### src/rtl/prefetch_ifu_pkg.sv
// Shared defaults for the fetch path: instruction/address widths used by the core and the IFU.
// Also hosts small sizing helpers used by the prefetch queue.
package prefetch_ifu_pkg;

  localparam int unsigned DefDataW = 16;
  localparam int unsigned DefAddrW = 8;
  localparam int unsigned DefDepth = 4;

  // Bits needed to hold an occupancy count in the range 0..depth.
  function automatic int unsigned level_w(int unsigned depth);
    return $clog2(depth + 1);
  endfunction

endpackage

### src/rtl/prefetch_ifu_sync_fifo.sv
// Synchronous FIFO with registered head, single-cycle flush and occupancy count.
// No fall-through: a pushed entry becomes visible at the head in the following cycle.
module prefetch_ifu_sync_fifo
  import prefetch_ifu_pkg::*;
#(
  parameter int unsigned WIDTH = DefDataW + DefAddrW,
  parameter int unsigned DEPTH = DefDepth
) (
  input  logic                           clk,
  input  logic                           reset_n,
  input  logic                           push,
  input  logic [WIDTH-1:0]               wdata,
  input  logic                           pop,
  input  logic                           flush,
  output logic [WIDTH-1:0]               rdata,
  output logic [$clog2(DEPTH+1)-1:0]     count,
  output logic                           empty
);

  localparam int unsigned PtrW = $clog2(DEPTH);
  localparam int unsigned LvlW = level_w(DEPTH);

  logic [WIDTH-1:0] mem_q [DEPTH];
  logic [PtrW-1:0]  rptr_q, rptr_d;
  logic [PtrW-1:0]  wptr_q, wptr_d;
  logic [LvlW-1:0]  count_q, count_d;

  always_comb begin
    rptr_d  = rptr_q;
    wptr_d  = wptr_q;
    count_d = count_q;
    if (flush) begin
      rptr_d  = '0;
      wptr_d  = '0;
      count_d = '0;
    end else begin
      if (push) wptr_d = wptr_q + PtrW'(1);
      if (pop)  rptr_d = rptr_q + PtrW'(1);
      case ({push, pop})
        2'b10:   count_d = count_q + LvlW'(1);
        2'b01:   count_d = count_q - LvlW'(1);
        default: count_d = count_q;
      endcase
    end
  end

  always_ff @(posedge clk or negedge reset_n) begin
    if (!reset_n) begin
      rptr_q  <= '0;
      wptr_q  <= '0;
      count_q <= '0;
      for (int i = 0; i < int'(DEPTH); i++) begin
        mem_q[i] <= '0;
      end
    end else begin
      rptr_q  <= rptr_d;
      wptr_q  <= wptr_d;
      count_q <= count_d;
      // Pointers are powers of two, so wrap is free; push is never issued when full.
      if (push && !flush) begin
        mem_q[wptr_q] <= wdata;
      end
    end
  end

  assign rdata = mem_q[rptr_q];
  assign count = count_q;
  assign empty = (count_q == '0);

endmodule

### src/rtl/prefetch_ifu.sv
// Instruction fetch unit: streams sequential reads from a 1-cycle-latency memory into a
// prefetch queue and hands them to the core via valid/ready; redirect flushes and restarts.
module prefetch_ifu
  import prefetch_ifu_pkg::*;
#(
  parameter int unsigned DATA_W = DefDataW,
  parameter int unsigned ADDR_W = DefAddrW,
  parameter int unsigned DEPTH  = DefDepth
) (
  input  logic                       clk,
  input  logic                       reset_n,
  input  logic                       run,
  output logic                       imem_en,
  output logic [ADDR_W-1:0]          imem_addr,
  input  logic [DATA_W-1:0]          imem_rdata,
  output logic                       instr_valid,
  output logic [DATA_W-1:0]          instr,
  output logic [ADDR_W-1:0]          instr_pc,
  input  logic                       instr_ready,
  input  logic                       redirect,
  input  logic [ADDR_W-1:0]          redirect_pc,
  output logic [$clog2(DEPTH+1)-1:0] level
);

  localparam int unsigned LvlW   = level_w(DEPTH);
  localparam int unsigned CreditW = LvlW + 1;
  localparam int unsigned EntryW = ADDR_W + DATA_W;

  logic [ADDR_W-1:0]  fetch_pc_q, fetch_pc_d;
  logic               inflight_q, inflight_d;
  logic [ADDR_W-1:0]  inflight_pc_q, inflight_pc_d;

  logic               push, pop, issue;
  logic [EntryW-1:0]  head;
  logic [LvlW-1:0]    count;
  logic               empty;
  logic [CreditW-1:0] credit;

  assign instr_valid = ~empty;

  // Redirect wins over everything: no pop, no push of the returning read, no issue.
  assign pop  = instr_valid & instr_ready & ~redirect;
  assign push = inflight_q & ~redirect;

  // Occupancy including the outstanding read, net of this cycle's pop; a pop frees a slot
  // for an issue in the same cycle. pop implies count >= 1, so this cannot underflow.
  assign credit = CreditW'(count) + CreditW'(inflight_q) - CreditW'(pop);

  assign issue     = reset_n & run & ~redirect & (credit < CreditW'(DEPTH));
  assign imem_en   = issue;
  assign imem_addr = fetch_pc_q;

  always_comb begin
    fetch_pc_d    = fetch_pc_q;
    inflight_d    = issue;
    inflight_pc_d = inflight_pc_q;
    if (redirect) begin
      fetch_pc_d = redirect_pc;
      inflight_d = 1'b0;
    end else if (issue) begin
      fetch_pc_d    = fetch_pc_q + ADDR_W'(1);
      inflight_pc_d = fetch_pc_q;
    end
  end

  always_ff @(posedge clk or negedge reset_n) begin
    if (!reset_n) begin
      fetch_pc_q    <= '0;
      inflight_q    <= 1'b0;
      inflight_pc_q <= '0;
    end else begin
      fetch_pc_q    <= fetch_pc_d;
      inflight_q    <= inflight_d;
      inflight_pc_q <= inflight_pc_d;
    end
  end

  prefetch_ifu_sync_fifo #(
    .WIDTH (EntryW),
    .DEPTH (DEPTH)
  ) u_queue (
    .clk     (clk),
    .reset_n (reset_n),
    .push    (push),
    .wdata   ({inflight_pc_q, imem_rdata}),
    .pop     (pop),
    .flush   (redirect),
    .rdata   (head),
    .count   (count),
    .empty   (empty)
  );

  assign instr    = instr_valid ? head[DATA_W-1:0] : '0;
  assign instr_pc = instr_valid ? head[EntryW-1:DATA_W] : '0;
  assign level    = count;

endmodule

### config.mk
export PLATFORM = sky130hd
export DESIGN_NAME = prefetch_ifu
export DESIGN_NICKNAME = d
export VERILOG_FILES = /design/src/rtl/prefetch_ifu_pkg.sv /design/src/rtl/prefetch_ifu_sync_fifo.sv /design/src/rtl/prefetch_ifu.sv
export SDC_FILE = /design/constraint.sdc
export NUM_CORES = 1
export LEC_CHECK = 0
export ABC_AREA = 1
export BUFFER_PORTS_ARGS = -buffer_cell sky130_fd_sc_hd__clkbuf_2
export CORE_ASPECT_RATIO = 0.6
export CORE_UTILIZATION = 55
export DETAILED_ROUTE_END_ITERATION = 7
export PLACE_DENSITY = 0.85
export SLEW_MARGIN = 15
export SYNTH_ARGS = -nofsm -noshare
export SYNTH_HDL_FRONTEND = slang
export SYNTH_SLANG_ARGS = --single-unit
### constraint.sdc
create_clock -name clk -period 2.7 [get_ports clk]
set_input_delay 0.135 -clock clk [delete_from_list [all_inputs] [get_ports clk]]
set_output_delay 0.135 -clock clk [all_outputs]
set_load 0.01 [all_outputs]
Word level (Yosys, flattened, before mapping)
Cells that the tools add are included.
{"block": "op_classes", "n_addsub": 7, "magnitude_cmp": 4, "reduce_logical": 9, "n_eq_ne": 2, "muxes": 17, "bitwise": 10}
{"operator": "bitwise mux 96 bit", "n": 1}
{"operator": "two-way mux 24 bit", "n": 3}
{"operator": "binary-select mux 24 bit (select 2 bit)", "n": 1}
{"operator": "demux 24 bit (select 2 bit)", "n": 1}
{"operator": "two-way mux 8 bit", "n": 3}
{"operator": "two-way mux 16 bit", "n": 1}
{"operator": "adder 8 x 1 -> 8 bit (second input constant)", "n": 1}
{"operator": "two-way mux 2 bit", "n": 4}
{"operator": "AND 1 bit", "n": 6}
{"operator": "greater-or-equal comparator 3 bit (second input constant)", "n": 2}
{"operator": "inverter 2 -> 3 bit", "n": 2}
{"operator": "case mux 3 bit (2 select lines)", "n": 1}
{"operator": "nonzero test 2 bit", "n": 3}
{"operator": "adder 2 x 1 -> 2 bit (second input constant)", "n": 2}
{"operator": "adder 3 x 1 -> 4 bit", "n": 1}
{"operator": "less-than comparator 4 x 3 -> 1 bit (second input constant)", "n": 1}
{"operator": "subtractor 4 x 1 -> 4 bit", "n": 1}
{"operator": "adder 3 x 1 -> 3 bit (second input constant)", "n": 1}
{"operator": "zero test 3 bit", "n": 1}
{"operator": "less-than comparator 3 x 1 -> 1 bit (second input constant)", "n": 1}
{"operator": "two-way mux 3 bit", "n": 1}
{"operator": "nonzero test 3 bit", "n": 1}
{"operator": "subtractor 3 x 1 -> 3 bit (second input constant)", "n": 1}
{"operator": "== test 2 x 1 -> 1 bit (second input constant)", "n": 1}
{"operator": "other kinds (6)", "n": 8}
{"block": "totals", "word_cells": 59, "reg_bits": 120}

Logic depth before layout (Yosys ltp)
{"block": "depth", "ltp_word": 9, "ltp_mapped": 19}

Hierarchy
From an unflattened synthesis, not the netlist that was laid out.
{"block": "unflattened", "hier_cells": 717, "hier_area_um2": 5839.4}
{"module": "prefetch_ifu_sync_fifo", "seq_area_each_um2": 2577.5, "area_each_um2": 4596.9, "n_inst": 1, "cells_per_inst": 524}
{"module": "prefetch_ifu", "seq_area_each_um2": 425.4, "area_each_um2": 1242.4, "n_inst": 1, "cells_per_inst": 193}

Worst setup path after synthesis
OpenSTA, ideal clock, no wires.
{"block": "synth_path", "kind": "reg-to-reg", "from": "register u_queue.count_q[1] (netlist: u_queue.count[1])", "to": "register inflight_pc_q[4]", "required_ps": 2582, "period_less_slack_ps": 2248, "stages_incl_launch_ff": 19, "arrival_ps": 2130, "n_path_buf": 1, "setup_slack_ps": 452, "path_cell_list": "dfrtp_1 > inv_1 > nand3_2 > nand2_4 > clkinv_2 > nand2_1 > inv_1 > ha_1 > inv_1 > ha_1 > nand3_1 > nand2_1 > nand2_1 > nand2_1 > nor2_2 > nand2_4 > buf_12 > nand2_2 > o21ai_2"}
{"block": "synth_via", "elab_chain_cells": 8, "elab_cells_between_ends": 9, "cone_classes": "add/sub: 2; order compare: 1; bitwise: 4; reduce/logical: 2"}
{"item": "from (decl)", "line": "prefetch_ifu_sync_fifo.sv:26", "text": "logic [LvlW-1:0] count_q, count_d;"}
{"item": "from (signal assigned)", "line": "prefetch_ifu_sync_fifo.sv:58", "text": "count_q <= count_d;"}
{"item": "zero test 3 bit", "line": "prefetch_ifu_sync_fifo.sv:68", "text": "assign empty = (count_q == '0);"}
{"item": "inverter 1 bit", "line": "prefetch_ifu.sv:39", "text": "assign instr_valid = ~empty;"}
{"item": "net instr_valid", "line": "prefetch_ifu.sv:16", "text": "output logic instr_valid,"}
{"item": "AND 1 bit (2 in a row)", "line": "prefetch_ifu.sv:42", "text": "assign pop = instr_valid & instr_ready & ~redirect;"}
{"item": "subtractor 4 x 1 -> 4 bit", "line": "prefetch_ifu.sv:47", "text": "assign credit = CreditW'(count) + CreditW'(inflight_q) - CreditW'(pop);"}
{"item": "less-than comparator 4 x 3 -> 1 bit", "line": "prefetch_ifu.sv:49", "text": "assign issue = reset_n & run & ~redirect & (credit < CreditW'(DEPTH));"}
{"item": "AND 1 bit", "line": "prefetch_ifu.sv:49"}
{"item": "AND reduction 2 bit (no line)"}
{"item": "to (signal assigned)", "line": "prefetch_ifu.sv:74", "text": "inflight_pc_q <= inflight_pc_d;"}
{"item": "to (decl)", "line": "prefetch_ifu.sv:31", "text": "logic [ADDR_W-1:0] inflight_pc_q, inflight_pc_d;"}
The timed path passes the listed nets, and every way through them passes these cells.
A chain may end at the register's enable or synchronous reset.

Final worst setup path
{"block": "layout_path", "from": "register u_queue.count_q[2] (netlist: u_queue.count[2])", "to": "output port imem_en"}
{"block": "layout_via", "elab_chain_cells": 7, "elab_cells_between_ends": 8, "cone_classes": "add/sub: 2; order compare: 1; bitwise: 4; reduce/logical: 1"}
{"item": "zero test 3 bit", "line": "prefetch_ifu_sync_fifo.sv:68"}
{"item": "inverter 1 bit", "line": "prefetch_ifu.sv:39"}
{"item": "AND 1 bit (2 in a row)", "line": "prefetch_ifu.sv:42"}
{"item": "subtractor 4 x 1 -> 4 bit (*)", "line": "prefetch_ifu.sv:47"}
{"item": "less-than comparator 4 x 3 -> 1 bit (*)", "line": "prefetch_ifu.sv:49"}
{"item": "AND 1 bit (*)", "line": "prefetch_ifu.sv:49"}
{"item": "to (decl)", "line": "prefetch_ifu.sv:13", "text": "output logic imem_en,"}
Every way passes the cells marked *; elsewhere a longest branch is shown, timed or not.

==> reports/qor.yml <==
drv_slew: 0
status: "complete, no violations"
crit_path_cell_trace: "inv_4, nand3_4, nand2_4, clkinv_2, nand2_1, inv_1, ha_1, inv_2, ha_4, nand3_2, nand2_1, nand2_1, nand2_1, nor2_2, nand2_4, inv_4, buf_2"
viasPerCell: 5.60
dp_hpwl_um: 8610
die_area_um2: 11200
grt_pass1_wl_um: 24300
synth-edff-count: 0
drive_above_1_share_pct: 20.8
core_area_um2: 10100
cts_max_level: 4
synth-async-reset-ratio_pct: 100
gr-total-overflow: 0
syn_nets: 754
grt_pass1_vias: 5151
syn_to_final_growth_pct: 17.8
critPathTopFamily: "simple AND/OR/NAND/NOR gates"
p_per_area_nw_per_um2: 757
die_x_um: 136
slowest_stage: "dfrtp_2"
cap_violations: 0
track_usage_pct: 28.5
cts.sinks: 120
ir_drop_uv: 520
avgSynthCellArea_um2: 8.26
post-route-period-util_pct: 95.0
cpMostUsedCell: "nand2_1"
leakage_nw: 3.40
fmax_mhz: 390
clk_pin_slew_ns: 0.05
holdPathStages: 3
multiInputGateArea_um2: 2450
cts_tree: "done"
initial_core_util_pct: 58.3
synth-seq-area-share_pct: 50.8
finalPower_mw: 5.26
core.rowCount: 28
fin_ws_ns: 0.135
cp_data_required_time_ns: 2.57
diodes: 0
drc: 0
gp_congestion: 0.847
rr_worst_depth: 20
clk_latency_ns: 0.42
start_kind: "flip-flop"
drtIter0Drc: 540
ys_ff_latch: 120
wl_per_cell_um: 16.0
antenna_found_initial: 0
fill_cells: 781
synthesis.area_um2: 5910
finalHoldViolCount: 0
setup_viol: 0
nets: 811
vias: 5149
fin_skew_ns: 0.00543
pin_count: 66
crit_buf_inv: 6
cp.depth: 17
fin_crit_ns: 2.56
syn_inst: 715
ff_latch_area_um2: 3010
preCtsSetupSlack_ns: 0.212
drt-total-wl_um: 14700
grt_start_max_net_pins: 121
ys.flop_type: "dfrtp_1"
crit_path_max_fanout: 5
die_h_um: 82.3
endpoint_kind: "primary output"
worst_pin_slew_ns: 1.06
portBuffers: 65
cp.arrival_ns: 2.43
slowest_delay_ns: 0.45
cts_buffers: 17
yosysWarningCount: 0
dr.pass1.iters: 5
hold_class: "in2reg"
cts_buffer_depth: 2
slew_headroom_pct: 29.4
path_class: "reg2out"
antenna_left: 0
clockRootBuffer: "clkbuf_16"
ys_types: 30
r2r_slack_ns: 0.24
==> registers in the layout (all words and copies together), names as in the netlist <==
register        count
imem_addr           8
inflight_pc_q       8
inflight_q          1
u_queue.count       3
u_queue.mem_q      96
u_queue.rptr_q      2
u_queue.wptr_q      2
==> metal layers <==
layer	track usage [%]	wire (µm)
met2	46.6	7000
met4	11.5	219
met5	0	0
met1	37.4	6510
met3	6.47	994
==> per-stage QoR <==
step / TNS (ns) / util, % / std cells / hold slack (ns) / area (µm²)
after CTS: 0 / 68.1 / 916 / 0.00130 / 6890
final: 0 / 68.7 / 920 / 0.00387 / 6960
after floorplan: 0 / - / 715 / -0.161 / 5910
after global placement: 0 / 61.3 / 881 / 0.299 / 6210
after detailed placement: 0 / 61.3 / 881 / 0.301 / 6210
after global routing: -0.0422 / 68.7 / 920 / 0.0295 / 6960
==> layout by cell type (no fill, tap or decap), types with 7 or more instances in the layout <==
master	count
nand3_1	9
nand2_1	163
a21oi_1	28
o21ai_2	9
o21ai_0	89
o21ai_1	59
buf_4	16
dfrtp_1	117
nand2_2	9
clkbuf_16	17
nor2_1	100
clkbuf_2	63
ha_1	8
inv_2	7
nand3_2	9
clkbuf_8	7
inv_1	39
==> worst register-to-register path, cell delays in order, from the launching register on <==
cell,delay [ns]
dfrtp_2,0.45
inv_4,0.09
nand3_4,0.10
nand2_4,0.09
clkinv_2,0.06
nand2_1,0.07
inv_1,0.05
ha_1,0.19
inv_2,0.07
ha_4,0.20
nand2_1,0.06
nor2_1,0.04
nand2_1,0.07
nand2_1,0.05
nand2_1,0.07
nand2_2,0.06
nand2_4,0.10
buf_4,0.23
nand2_2,0.16
nand2_1,0.10
nand2_1,0.05
==> area by class of cell <==
cell class / count / area share (%)
clock inverters: 7 / 1.94
flip-flops and latches: 120 / 43.2
clock buffers: 25 / 7.55
repair buffers: 82 / 6.76
multi-input cells: 500 / 35.2
well taps: 135 / 2.43
inverters: 51 / 2.95
==> worst paths after layout <==
check	from	to
max in group asynchronous	reset_n	u_queue.count[2]
hold reg to reg	inflight_pc_q[3]	inflight_pc_q[3]
setup reg to reg	u_queue.count[2]	imem_addr[5]
setup / recovery	u_queue.count[2]	imem_en
hold / removal	imem_rdata[5]	u_queue.mem_q[53]
min in group asynchronous	reset_n	u_queue.count[0]
==> cell usage after synthesis, drive strengths merged, types with 2 or more instances <==
| library cell | instances | share of area, % |
|---|---|---|
| buf | 30 | 4.0 |
| xnor2 | 4 | 0.59 |
| nand4 | 2 | 0.21 |
| clkinv | 2 | 0.23 |
| nand3 | 19 | 2.4 |
| nor2 | 104 | 7.3 |
| inv | 49 | 3.1 |
| o21ai | 157 | 14 |
| dfrtp | 120 | 51 |
| a21oi | 29 | 2.5 |
| ha | 9 | 1.9 |
| clkbuf | 14 | 0.89 |
| nand2 | 174 | 12 |
==> logic make-up (layout without fill, tap and decap cells) <==
logic type / Yosys count / in the layout / synth area share [%]
AOI/OAI and AO/OA: 186 / 186 / 16.4
buffers and inverters: 95 / 165 / 8.20
DFF: 120 / 120 / 50.8
xor gates and xnor gates: 5 / 5 / 0.741
adders and majority gates: 10 / 10 / 2.25
and+or+nand+nor: 299 / 299 / 21.6
==> report_power, final <==
part           internal (mW)  switching (mW)
Clock                   1.71           0.787
Combinational          0.234           0.397
Sequential              1.99           0.141
Total                   3.94            1.32
==> repair_timing <==
item	CTS	global route
pin swaps	2	3
hold buffers	1	0
cloned	0	0
endpoints found under the hold margin	120	0
gates resized for setup	4	10
setup buffers	2	4
setup endpoints to repair	1	13
Note: power is estimated with default switching activity, not from simulation.
